**config.mk**
```make
export PLATFORM = sky130hd
export DESIGN_NAME = oled_send_arbiter_flat
export DESIGN_NICKNAME = d
export VERILOG_FILES = /design/src/rtl/oled_send_if.sv /design/src/rtl/oled_send_arbiter.sv /design/src/flat_wrapper.sv
export SDC_FILE = /design/constraint.sdc
export NUM_CORES = 1
export LEC_CHECK = 0
export ABC_AREA = 1
export CAP_MARGIN = 25
export CORE_ASPECT_RATIO = 1.5
export CORE_MARGIN = 2
export CORE_UTILIZATION = 48
export CTS_CLUSTER_SIZE = 8
export DETAILED_ROUTE_END_ITERATION = 7
export PLACE_DENSITY = 0.91
export SLEW_MARGIN = 20
export SYNTH_ARGS = -nofsm -noshare
export SYNTH_HDL_FRONTEND = slang
export SYNTH_SLANG_ARGS = --single-unit
```
**constraint.sdc**
```tcl
create_clock -name clk -period 1.8 [get_ports clk]
set_input_delay 0.18 -clock clk [delete_from_list [all_inputs] [get_ports clk]]
set_output_delay 0.18 -clock clk [all_outputs]
set_load 0.01 [all_outputs]
```
**src/rtl/oled_send_if.sv**
```systemverilog
// Byte handshake bundle between the cmd/pix requesters, the arbiter
// and the SPI byte sender of the SSD1306 path.
interface oled_send_if;
   logic       cmd_valid;
   logic       cmd_dc;
   logic [7:0] cmd_data;
   logic       cmd_last;
   logic       cmd_ready;
   logic       pix_valid;
   logic       pix_dc;
   logic [7:0] pix_data;
   logic       pix_last;
   logic       pix_ready;
   logic       send_en;
   logic       send_dc;
   logic [7:0] send_data;
   logic       send_busy;

   modport master (
      output cmd_valid, cmd_dc, cmd_data, cmd_last,
      output pix_valid, pix_dc, pix_data, pix_last,
      output send_busy,
      input  cmd_ready, pix_ready,
      input  send_en, send_dc, send_data
   );

   modport slave (
      input  cmd_valid, cmd_dc, cmd_data, cmd_last,
      input  pix_valid, pix_dc, pix_data, pix_last,
      input  send_busy,
      output cmd_ready, pix_ready,
      output send_en, send_dc, send_data
   );
endinterface

```
**src/rtl/oled_send_arbiter.sv**
```systemverilog
// Two-port byte arbiter for the SSD1306 SPI sender with burst locking.
// OLED_ARB_RR_EN selects round-robin instead of fixed cmd-first priority.
module oled_send_arbiter #(
   parameter int unsigned BUSY_TIMEOUT = 255
) (
   input  logic       clk,
   input  logic       rst,
   oled_send_if.slave bus,
   output logic [1:0] owner,
   output logic       timeout_err
);

   localparam int unsigned CW = $clog2(BUSY_TIMEOUT + 1);
   localparam logic [CW-1:0] CNT_LAST = CW'(BUSY_TIMEOUT - 1);
   localparam logic [CW-1:0] CNT_MAX  = CW'(BUSY_TIMEOUT);

   localparam logic [1:0] OWN_NONE = 2'b00;
   localparam logic [1:0] OWN_CMD  = 2'b01;
   localparam logic [1:0] OWN_PIX  = 2'b10;

   typedef enum logic [2:0] {
      IDLE,
      ISSUE,
      WAIT_BUSY,
      WAIT_DONE,
      HOLD
   } state_t;

   state_t        state_q, state_d;
   logic [1:0]    owner_q, owner_d;
   logic          dc_q, dc_d;
   logic [7:0]    data_q, data_d;
   logic          last_q, last_d;
   logic [CW-1:0] cnt_q, cnt_d;
   logic          err_q, err_d;
   logic          cmd_rdy_q, cmd_rdy_d;
   logic          pix_rdy_q, pix_rdy_d;
   logic          en_q, en_d;
   logic          take_cmd, take_pix;
   logic          rel;
   logic          pix_win;
   logic          own_cmd_v, own_pix_v;

   assign own_cmd_v = (owner_q == OWN_CMD) & bus.cmd_valid;
   assign own_pix_v = (owner_q == OWN_PIX) & bus.pix_valid;

`ifdef OLED_ARB_RR_EN
   // rr_q = 1: pix has priority on the next contested grant
   logic rr_q, rr_d;

   assign pix_win = bus.pix_valid & (~bus.cmd_valid | rr_q);

   always_ff @(posedge clk or posedge rst) begin
      if (rst) rr_q <= 1'b0;
      else     rr_q <= rr_d;
   end

   always_comb begin
      rr_d = rr_q;
      if (rel) rr_d = (owner_q == OWN_CMD);
   end
`else
   assign pix_win = bus.pix_valid & ~bus.cmd_valid;
`endif

   always_ff @(posedge clk or posedge rst) begin
      if (rst) begin
         state_q   <= IDLE;
         owner_q   <= OWN_NONE;
         dc_q      <= 1'b0;
         data_q    <= 8'h00;
         last_q    <= 1'b0;
         cnt_q     <= '0;
         err_q     <= 1'b0;
         cmd_rdy_q <= 1'b0;
         pix_rdy_q <= 1'b0;
         en_q      <= 1'b0;
      end else begin
         state_q   <= state_d;
         owner_q   <= owner_d;
         dc_q      <= dc_d;
         data_q    <= data_d;
         last_q    <= last_d;
         cnt_q     <= cnt_d;
         err_q     <= err_d;
         cmd_rdy_q <= cmd_rdy_d;
         pix_rdy_q <= pix_rdy_d;
         en_q      <= en_d;
      end
   end

   always_comb begin
      state_d   = state_q;
      owner_d   = owner_q;
      dc_d      = dc_q;
      data_d    = data_q;
      last_d    = last_q;
      cnt_d     = cnt_q;
      err_d     = err_q;
      cmd_rdy_d = 1'b0;
      pix_rdy_d = 1'b0;
      en_d      = 1'b0;
      take_cmd  = 1'b0;
      take_pix  = 1'b0;
      rel       = 1'b0;

      case (state_q)
         IDLE: begin
            take_pix = pix_win;
            take_cmd = bus.cmd_valid & ~pix_win;
         end
         ISSUE: begin
            en_d    = 1'b1;
            cnt_d   = '0;
            state_d = WAIT_BUSY;
         end
         WAIT_BUSY: begin
            if (bus.send_busy) begin
               state_d = WAIT_DONE;
            end else if (cnt_q == CNT_LAST) begin
               err_d = 1'b1;
               rel   = 1'b1;
            end else if (cnt_q != CNT_MAX) begin
               cnt_d = cnt_q + 1'b1;
            end
         end
         WAIT_DONE: begin
            if (!bus.send_busy) begin
               if (last_q) begin
                  rel = 1'b1;
               end else begin
                  take_cmd = own_cmd_v;
                  take_pix = own_pix_v;
                  if (!own_cmd_v && !own_pix_v) state_d = HOLD;
               end
            end
         end
         HOLD: begin
            take_cmd = own_cmd_v;
            take_pix = own_pix_v;
         end
         default: state_d = IDLE;
      endcase

      if (rel) begin
         owner_d = OWN_NONE;
         state_d = IDLE;
      end

      // grant selection is one-hot by construction
      unique case (1'b1)
         take_cmd: begin
            cmd_rdy_d = 1'b1;
            dc_d      = bus.cmd_dc;
            data_d    = bus.cmd_data;
            last_d    = bus.cmd_last;
            owner_d   = OWN_CMD;
            state_d   = ISSUE;
         end
         take_pix: begin
            pix_rdy_d = 1'b1;
            dc_d      = bus.pix_dc;
            data_d    = bus.pix_data;
            last_d    = bus.pix_last;
            owner_d   = OWN_PIX;
            state_d   = ISSUE;
         end
         default: ;
      endcase
   end

   assign bus.cmd_ready = cmd_rdy_q;
   assign bus.pix_ready = pix_rdy_q;
   assign bus.send_en   = en_q;
   assign bus.send_dc   = dc_q;
   assign bus.send_data = data_q;
   assign owner         = owner_q;
   assign timeout_err   = err_q;

endmodule

```
**src/flat_wrapper.sv**
```systemverilog
// flat-port wrapper written by rule: the top's interface ports become plain ports
module oled_send_arbiter_flat 
#(
   parameter int unsigned BUSY_TIMEOUT = 255
)
  (clk, rst, owner, timeout_err, bus_cmd_valid, bus_cmd_dc, bus_cmd_data, bus_cmd_last, bus_pix_valid, bus_pix_dc, bus_pix_data, bus_pix_last, bus_send_busy, bus_cmd_ready, bus_pix_ready, bus_send_en, bus_send_dc, bus_send_data);
  oled_send_if bus_i ();
  input  logic clk;
  input  logic rst;
  output logic [1:0] owner;
  output logic timeout_err;
  input wire logic [$bits(bus_i.cmd_valid)-1:0] bus_cmd_valid;
  input wire logic [$bits(bus_i.cmd_dc)-1:0] bus_cmd_dc;
  input wire logic [$bits(bus_i.cmd_data)-1:0] bus_cmd_data;
  input wire logic [$bits(bus_i.cmd_last)-1:0] bus_cmd_last;
  input wire logic [$bits(bus_i.pix_valid)-1:0] bus_pix_valid;
  input wire logic [$bits(bus_i.pix_dc)-1:0] bus_pix_dc;
  input wire logic [$bits(bus_i.pix_data)-1:0] bus_pix_data;
  input wire logic [$bits(bus_i.pix_last)-1:0] bus_pix_last;
  input wire logic [$bits(bus_i.send_busy)-1:0] bus_send_busy;
  output wire logic [$bits(bus_i.cmd_ready)-1:0] bus_cmd_ready;
  output wire logic [$bits(bus_i.pix_ready)-1:0] bus_pix_ready;
  output wire logic [$bits(bus_i.send_en)-1:0] bus_send_en;
  output wire logic [$bits(bus_i.send_dc)-1:0] bus_send_dc;
  output wire logic [$bits(bus_i.send_data)-1:0] bus_send_data;
  assign bus_i.cmd_valid = bus_cmd_valid;
  assign bus_i.cmd_dc = bus_cmd_dc;
  assign bus_i.cmd_data = bus_cmd_data;
  assign bus_i.cmd_last = bus_cmd_last;
  assign bus_i.pix_valid = bus_pix_valid;
  assign bus_i.pix_dc = bus_pix_dc;
  assign bus_i.pix_data = bus_pix_data;
  assign bus_i.pix_last = bus_pix_last;
  assign bus_i.send_busy = bus_send_busy;
  assign bus_cmd_ready = bus_i.cmd_ready;
  assign bus_pix_ready = bus_i.pix_ready;
  assign bus_send_en = bus_i.send_en;
  assign bus_send_dc = bus_i.send_dc;
  assign bus_send_data = bus_i.send_data;
  oled_send_arbiter #(.BUSY_TIMEOUT(BUSY_TIMEOUT)) u_core (.clk(clk), .rst(rst), .bus(bus_i), .owner(owner), .timeout_err(timeout_err));
endmodule
```
; ---- Word level (Yosys, flattened, before mapping)
; Index checks and enable logic that the tools add are counted.
[totals]
reg_bits = 27
inputBits = 25
out_inout_bits = 15
wordCells = 76
[classes]
add_sub_neg = 1
n_eq_ne = 16
mux = 30
bitwise_logic = 7
reduce_logical = 12
[op_table]
columns = cell, count
row1 = $pmux 8 s2, 2
row2 = $mux 8, 3
row3 = $mux 3, 6
row4 = $pmux 3 s4, 1
row5 = $mux 1, 11
row6 = $add 8x1->8 const B, 1
row7 = $eq 8x8->1 const B, 1
row8 = $ne 4x3->1 const B, 2
row9 = $ne 8x8->1 const B, 1
row10 = $eq 3x2->1 const B, 2
row11 = $pmux 1 s2, 3
row12 = $pmux 1 s3, 2
row13 = $reduce_and 5->1, 1
row14 = $and 1x1->1, 4
row15 = $ne 2x2->1 const B, 2
row16 = $ne 4x2->1 const B, 1
row17 = $ne 4x4->1 const B, 1
row18 = $pmux 2 s2, 1
row19 = $reduce_and 4->1, 1
row20 = $reduce_bool 2->1, 2
row21 = $reduce_or 2->1, 2
row22 = $eq 3x1->1 const B, 1
row23 = $eq 3x3->1 const B, 1
row24 = $logic_not 3->1, 1
row25 = 10 further kinds, 13

; ---- Logic depth before layout (Yosys ltp)
; Gate-level depths: netlist (run 1).
[depth]
depth_word = 10
depth_mapped = 11
ltp_nobuf = 11

; ---- Least setup slack after synthesis (run 1)
; No wires, ideal clock.
[synth_path]
path_kind = register -> register
from = reg u_core.cnt_q[1]
to = reg u_core.cnt_q[3]
setup_time_ns = 0.126
t_arrival_ns = 1.281
required_time_ns = 1.674
path_slack_ns = 0.393
path_stages_with_launch = 10
n_path_buf = 0
path_cell_list = dfrtp_1 > ha_1 > inv_1 > nor2_1 > nand2_1 > nand3_1 > nand2_2 > nand2_1 > xor2_1 > nor2_1
[synth_via]
elab_chain_len = 5
elab_cells_between_ends = 10
classes_between = 1 x add/sub / 4 x eq/ne / 4 x mux / 1 x reduce/logical
[synth_rtl]
columns = element, line_no
row1 = "start, declared", oled_send_arbiter.sv:34  ; logic [CW-1:0] cnt_q, cnt_d;
row2 = "start signal, assigned", oled_send_arbiter.sv:84  ; cnt_q <= cnt_d;
row3 = $add 8x1->8, oled_send_arbiter.sv:124  ; cnt_d = cnt_q + 1'b1;
row4 = $mux 8, oled_send_arbiter.sv:123  ; end else if (cnt_q != CNT_MAX) begin
row5 = $mux 8, oled_send_arbiter.sv:120  ; end else if (cnt_q == CNT_LAST) begin
row6 = $mux 8, oled_send_arbiter.sv:118  ; if (bus.send_busy) begin
row7 = $pmux 8 s2, oled_send_arbiter.sv:107  ; case (state_q)
; Several ways; a longest one is shown, not always the timed one. The select of a mux whose other input is x is not followed.
; A chain may end at the register's enable or synchronous reset.

; ---- Worst setup path after layout (run 1)
; Ends and elaborated chain as after synthesis.

==> reports/results.ini, run 1 <==
[synthesis]
synth_most_common_cell = nand2_1
synthesized_area_divided_by_synthesized_cell_count_sq_um = 8.33
synthCells = 183
ys_warn_count = 0
asyncSetResetFlopFracSynth_pct = 100
cell_taking_the_most_area_after_synthesis = dfrtp_1
yosys_most_used_dff = dfrtp_1
flip_flop_and_latch_count_after_synthesis = 27
synthDistinctLibCells = 28
seq_total_area_yosys_pct = 44.3
synthesis.nets = 210
fraction_of_post_synthesis_cell_area_in_the_top_cell_type_by_area_pct = 44.3
synth_area_sq_mm = 0.00153
post_synth_main_area_contributors = dfrtp_1 44%, nand2_1 11%, nand3_1 8.5%, inv_1 4.2%, o31ai_1 3.0%
netlist_top_cells_count = 45 x nand2_1, 27 x dfrtp_1, 26 x nand3_1
edff_count_synth = 0

[timing]
worst_margin_pin_slew_ns = 0.451
final_period_minus_worst_setup_slack_ns = 1.58
maxSlewViolCount = 0
report.final.setup_viol = 0
tns_ns = 0
relative_slew_slack_pct = 69.7
worst_clock_skew_ns = 0.000864
maxClockFrequency_mhz = 632
unrepaired_setup_endpoints_after_global_routing = no
number_of_hold_slack_violations_in_the_final_timing_report = 0
period_share_pct = 87.9

[placement]
detailed_placer_s_ending_hpwl_microns = 2640
io_buffer_count = 39
place.gp.congestion = 0.910
placed_area_sq_mm = 0.00195

[layout]
finish.instance_area_sq_mm = 0.00200
final_net_count = 254
final.fill_count = 243
multi_input_gate_area_in_the_final_layout_sq_um = 723
num_antenna_cells = 0
drive_gt1_share_pct = 15.5
storage_cell_area_sq_um = 676
syn_to_final_growth_pct = 31.2

[cts]
cts_post_setup_buffers_inserted = 0
max-clock-path-buffers = 2
tritoncts_buffers = 3
cts_root_buffer = clkbuf_8
h-tree-depth = 1
post_cts_resized = 0
worstSkewPairLatency_ns = 0.27
cts.sinks = 27
holdBufCountCts = 0
tritoncts = built
clock_edge_transition_at_the_registers_on_the_reported_setup_and_hold_paths_ns = 0.09

[route]
wire_per_inst_microns = 12.2
drt_iter0_drc = 33
vias_per_cell = 5.15
drt_pre_antenna_iters = 4
drt.antenna.violating_nets = 0
total_number_of_vias = 1371
drc_errors = 0
routed_wirelength_microns = 3260

[grt]
grt-ovfl-total = 0
number_of_antenna_violations_at_the_first_check_in_global_routing = 0
grt_max_degree = 28
grt.met2_usage_pct = 38.2
gr-usage-met1_pct = 21.2
first_global_vias = 1383
grt_pass1_wl_microns = 5780
global_route.usage.met3_pct = 4.10
grt.busiest_layer = met2
grtUsageTotal_pct = 20.3

[worst_setup_path]
cp_data_arrival_time_ns = 1.75
worst-path-max-fanout = 7
timing_worst_setup_path_type = register to register
timing.critical_path.to_type = register
critical_path_data_required_time_ns = 1.97
start_kind = register

[floorplanning]
floorplan.die.width_microns = 50.0
num_rows = 25
num_io_pins = 40
die-area_sq_mm = 0.00365
placeableCoreArea_sq_mm = 0.00310
starting_density_of_the_core_pct = 49.3
dieHeight_microns = 73.0

[power]
vdd_drop_max_v = 0.00108
cellLeakagePower_uw = 0.000925
power-per-cell-area_mw_per_mm2 = 1400

[job]
maximum_capacitance_violations = 0

[min_path]
hp-class = input port to asynchronous set/reset pin

[status]
result_of_the_run = completed

sequential cells by signal, summed over array words and instances, names as in the netlist:
name,count
u_core.bus.send_data,8
u_core.bus.pix_ready,1
u_core.cnt_q,8
u_core.timeout_err,1
u_core.last_q,1
u_core.owner,2
u_core.bus.send_dc,1
u_core.state_q,3
u_core.bus.cmd_ready,1
u_core.bus.send_en,1
critical path: stages, from the launching register on:
cell and delay [ns]:
dfrtp_1 0.42, ha_1 0.22, inv_1 0.07, nor2_1 0.17
nand2_1 0.07, nand3_1 0.11, nand2_2 0.12, nand2_1 0.10
xor2_1 0.15, nor2_1 0.06
per-layer routing:
| layer | share of wire [%] | up-vias |
|---|---|---|
| met5 | 0 | - |
| met4 | 1.7 | 0 |
| met3 | 4.8 | 7 |
| met2 | 57 | 37 |
| met1 | 37 | 648 |
| li1 | - | 679 |
cell type report:
class	count	area share, %
Multi-Input combinational cell	130	36.1
Clock buffer	3	2.06
Clock inverter	1	0.250
Tap cell	40	2.50
Sequential cell	27	33.8
Inverter	22	4.25
Timing Repair Buffer	43	21.0
power by group:
part	internal, uW	switching (uW)	leakage, uW
Sequential	822	160	0.000344
Combinational	634	833	0.000556
Clock	155	188	0.0000255
Total	1610	1180	0.000925
stage by stage:
stage,total power (uW),hold WS (ns),instances,util [%],worst slack (ns)
6_report,2790,0.257,266,64.6,0.218
4_1_cts,2810,0.274,266,64.6,0.210
5_1_grt,3020,0.296,266,64.6,0.0302
3_5_place_dp,2460,0.459,262,63.1,0.00932
3_3_place_gp,2400,0.446,262,63.1,0.0843
2_1_floorplan,1930,0.233,183,-,0.393
logic make-up after synthesis:
family,count (synthesis),synth area share (%)
AND/OR/NAND/NOR,105,34.5
XOR/XNOR,5,2.87
flip-flops,27,44.3
adder cells (fa/ha/maj),2,1.64
AO/OA/AOI/OAI,18,8.37
buffers and inverters,26,8.29
final timing paths:
check	start	to	slack, ns	depth (start not counted)
max in group asynchronous	rst	u_core.cnt_q[2]	1.28	3
min	rst	u_core.cnt_q[6]	0.26	3
min reg2reg	u_core.timeout_err	u_core.timeout_err	0.47	2
max	u_core.cnt_q[1]	u_core.cnt_q[3]	0.22	9
min in group clk	bus_pix_data[2]	u_core.bus.send_data[2]	0.46	3
max reg2reg	u_core.cnt_q[1]	u_core.cnt_q[3]	0.22	9
cell usage in the layout, fill, tap and decap left out, types with 2 or more instances in the layout:
cell / instances
nand2_1: 45
clkdlybuf4s50_1: 39
dfrtp_1: 27
nand3_1: 26
inv_1: 17
nor2_1: 10
nand2_2: 6
o31ai_1: 6
inv_2: 4
nand4_1: 4
xor2_1: 4
o21ai_0: 4
buf_4: 4
nor2_4: 3
nor2_2: 3
nand3_2: 3
clkbuf_8: 3
nand2_4: 2
a21oi_2: 2
a21oi_1: 2
o21ai_1: 2
ha_1: 2
(Power assumes the default switching activity.)
==> run 2, diff against run 1 <==
Settings changed: CTS_BUF_LIST from default to sky130_fd_sc_hd__clkbuf_4 sky130_fd_sc_hd__clkbuf_8 sky130_fd_sc_hd__clkbuf_16, GPL_TIMING_DRIVEN from default to 0.
==> reports/results.ini, run 2 (same netlist as run 1, synthesis figures left out) <==
[grt]
first_global_vias = 1352
grt-ovfl-total = 0
number_of_antenna_violations_at_the_first_check_in_global_routing = 0
grt_max_degree = 28
grtUsageTotal_pct = 19.6
grt_pass1_wl_microns = 5640

[timing]
maxClockFrequency_mhz = 626
relative_slew_slack_pct = 68.3
worst_clock_skew_ns = 0.00300
post-route-worst-setup-slack_ns = 0.201
report.final.setup_viol = 0
tns_ns = 0
worst_margin_pin_slew_ns = 0.472
period_share_pct = 88.8
maxSlewViolCount = 0
unrepaired_setup_endpoints_after_global_routing = no
number_of_hold_slack_violations_in_the_final_timing_report = 0
final_period_minus_worst_setup_slack_ns = 1.60
hold_ws_ns = 0.162

[placement]
detailed_placer_s_ending_hpwl_microns = 2500
io_buffer_count = 39
place.gp.congestion = 0.842
post-place-ws_ns = 0.0543

[route]
drc_errors = 0
drt.antenna.violating_nets = 0
vias_per_cell = 5.08
total_number_of_vias = 1356
routed_wirelength_microns = 3180
drt_iter0_drc = 24
wire_per_inst_microns = 11.9
drt_pre_antenna_iters = 4

[worst_setup_path]
crit_path_top_delay_cell = dfrtp_1
worst_path_most_repeated_cell = inv_2
start_kind = register
crit_family = simple AND/OR/NAND/NOR gates
timing_worst_setup_path_type = register to register
cp_data_arrival_time_ns = 1.78
crit_path_cell_trace = inv_2 > nand3_2 > nor2_2 > nand3_1 > nand2_2 > inv_2 > o31ai_1
path_buf_inv = 2
critical_path_data_required_time_ns = 1.98
worst-path-max-fanout = 8
timing.critical_path.to_type = register
timing.critical_path.slowest_cell_delay_ns = 0.47

[power]
power-per-cell-area_mw_per_mm2 = 1380
cellLeakagePower_uw = 0.000937
vdd_drop_max_v = 0.000842
total_power_uw = 2820

[layout]
final_net_count = 255
final_common_cell = nand2_1
drive_gt1_share_pct = 16.3
layout.cells.most_common_list = 45 x nand2_1, 39 x clkdlybuf4s50_1, 27 x dfrtp_1
num_antenna_cells = 0
syn_to_final_growth_pct = 33.9
final.fill_count = 233

[cts]
tritoncts = built
clock_edge_transition_at_the_registers_on_the_reported_setup_and_hold_paths_ns = 0.09
cts.sinks = 27
worstSkewPairLatency_ns = 0.27
holdBufCountCts = 0
max-clock-path-buffers = 2
h-tree-depth = 1
tritoncts_buffers = 3
cts_root_buffer = clkbuf_8

[job]
maximum_capacitance_violations = 0

[min_path]
hp-class = input port to asynchronous set/reset pin

[floorplanning]
dieHeight_microns = 73.0
placeableCoreArea_sq_mm = 0.00310
starting_density_of_the_core_pct = 49.3
num_rows = 25
floorplan.die.width_microns = 50.0
num_io_pins = 40
die-area_sq_mm = 0.00365

[status]
result_of_the_run = completed

-- run 2: final cells by class --
type,count,area [sq um],area share (%)
Multi-Input combinational cell,130,726,35.5
Sequential cell,27,676,33.1
Timing Repair Buffer,40,418,20.5
Inverter,22,85.1,4.17
Tap cell,40,50.0,2.45
Clock buffer,3,41.3,2.02
Buffer,4,41.3,2.02
Clock inverter,1,5.00,0.245
-- run 2: metrics by stage --
| step | instances | area (sq um) | util (%) |
|---|---|---|---|
| 5_1_grt | 267 | 2040 | 65.9 |
| 4_1_cts | 266 | 2010 | 65.0 |
| 2_1_floorplan | 183 | 1530 | - |
| 6_report | 267 | 2040 | 65.9 |
| 3_5_place_dp | 262 | 1970 | 63.5 |
| 3_3_place_gp | 262 | 1970 | 63.5 |
-- run 2: routing by layer --
| layer | routed length (microns) | track usage [%] |
|---|---|---|
| met3 | 127 | 3.07 |
| met5 | 0 | 0 |
| met2 | 1760 | 36.5 |
| met4 | 53 | 8.64 |
| met1 | 1240 | 21.5 |
-- run 2: final timing paths --
kind	to	startpoint	slack, ns	cells after the start
worst max-delay path	u_core.cnt_q[4]	u_core.state_q[2]	0.20	7
worst min-delay path	u_core.timeout_err	rst	0.16	2
worst max register to register	u_core.cnt_q[4]	u_core.state_q[2]	0.20	7
worst min register to register	u_core.timeout_err	u_core.timeout_err	0.48	2
max in group asynchronous	u_core.bus.send_data[4]	rst	1.25	3
min in group clk	u_core.bus.send_data[6]	bus_pix_data[6]	0.46	3
-- run 2: what timing repair did --
item	in CTS	in global routing
setup buffers	0	0
endpoints found under the setup margin	0	1
gates resized for setup	0	1
-- run 2: where the power goes --
| group | switching, uW | internal, uW |
|---|---|---|
| Clock | 187 | 155 |
| Sequential | 160 | 822 |
| Combinational | 823 | 669 |
-- run 2: worst reg2reg max path, cell delays in order, from the launching register on --
cell and delay, ns:
dfrtp_1 0.47, inv_2 0.11, nand3_2 0.15, nor2_2 0.17, nand3_1 0.15, nand2_2 0.15
inv_2 0.09, o31ai_1 0.21
==> run 3, diff against run 2 <==
Settings changed: CTS_CLUSTER_DIAMETER from default to 30, GPL_TIMING_DRIVEN 0 to 1.
==> results of run 3 <==
Same layout as run 1: the final DEF is identical, and so are final timing and power.
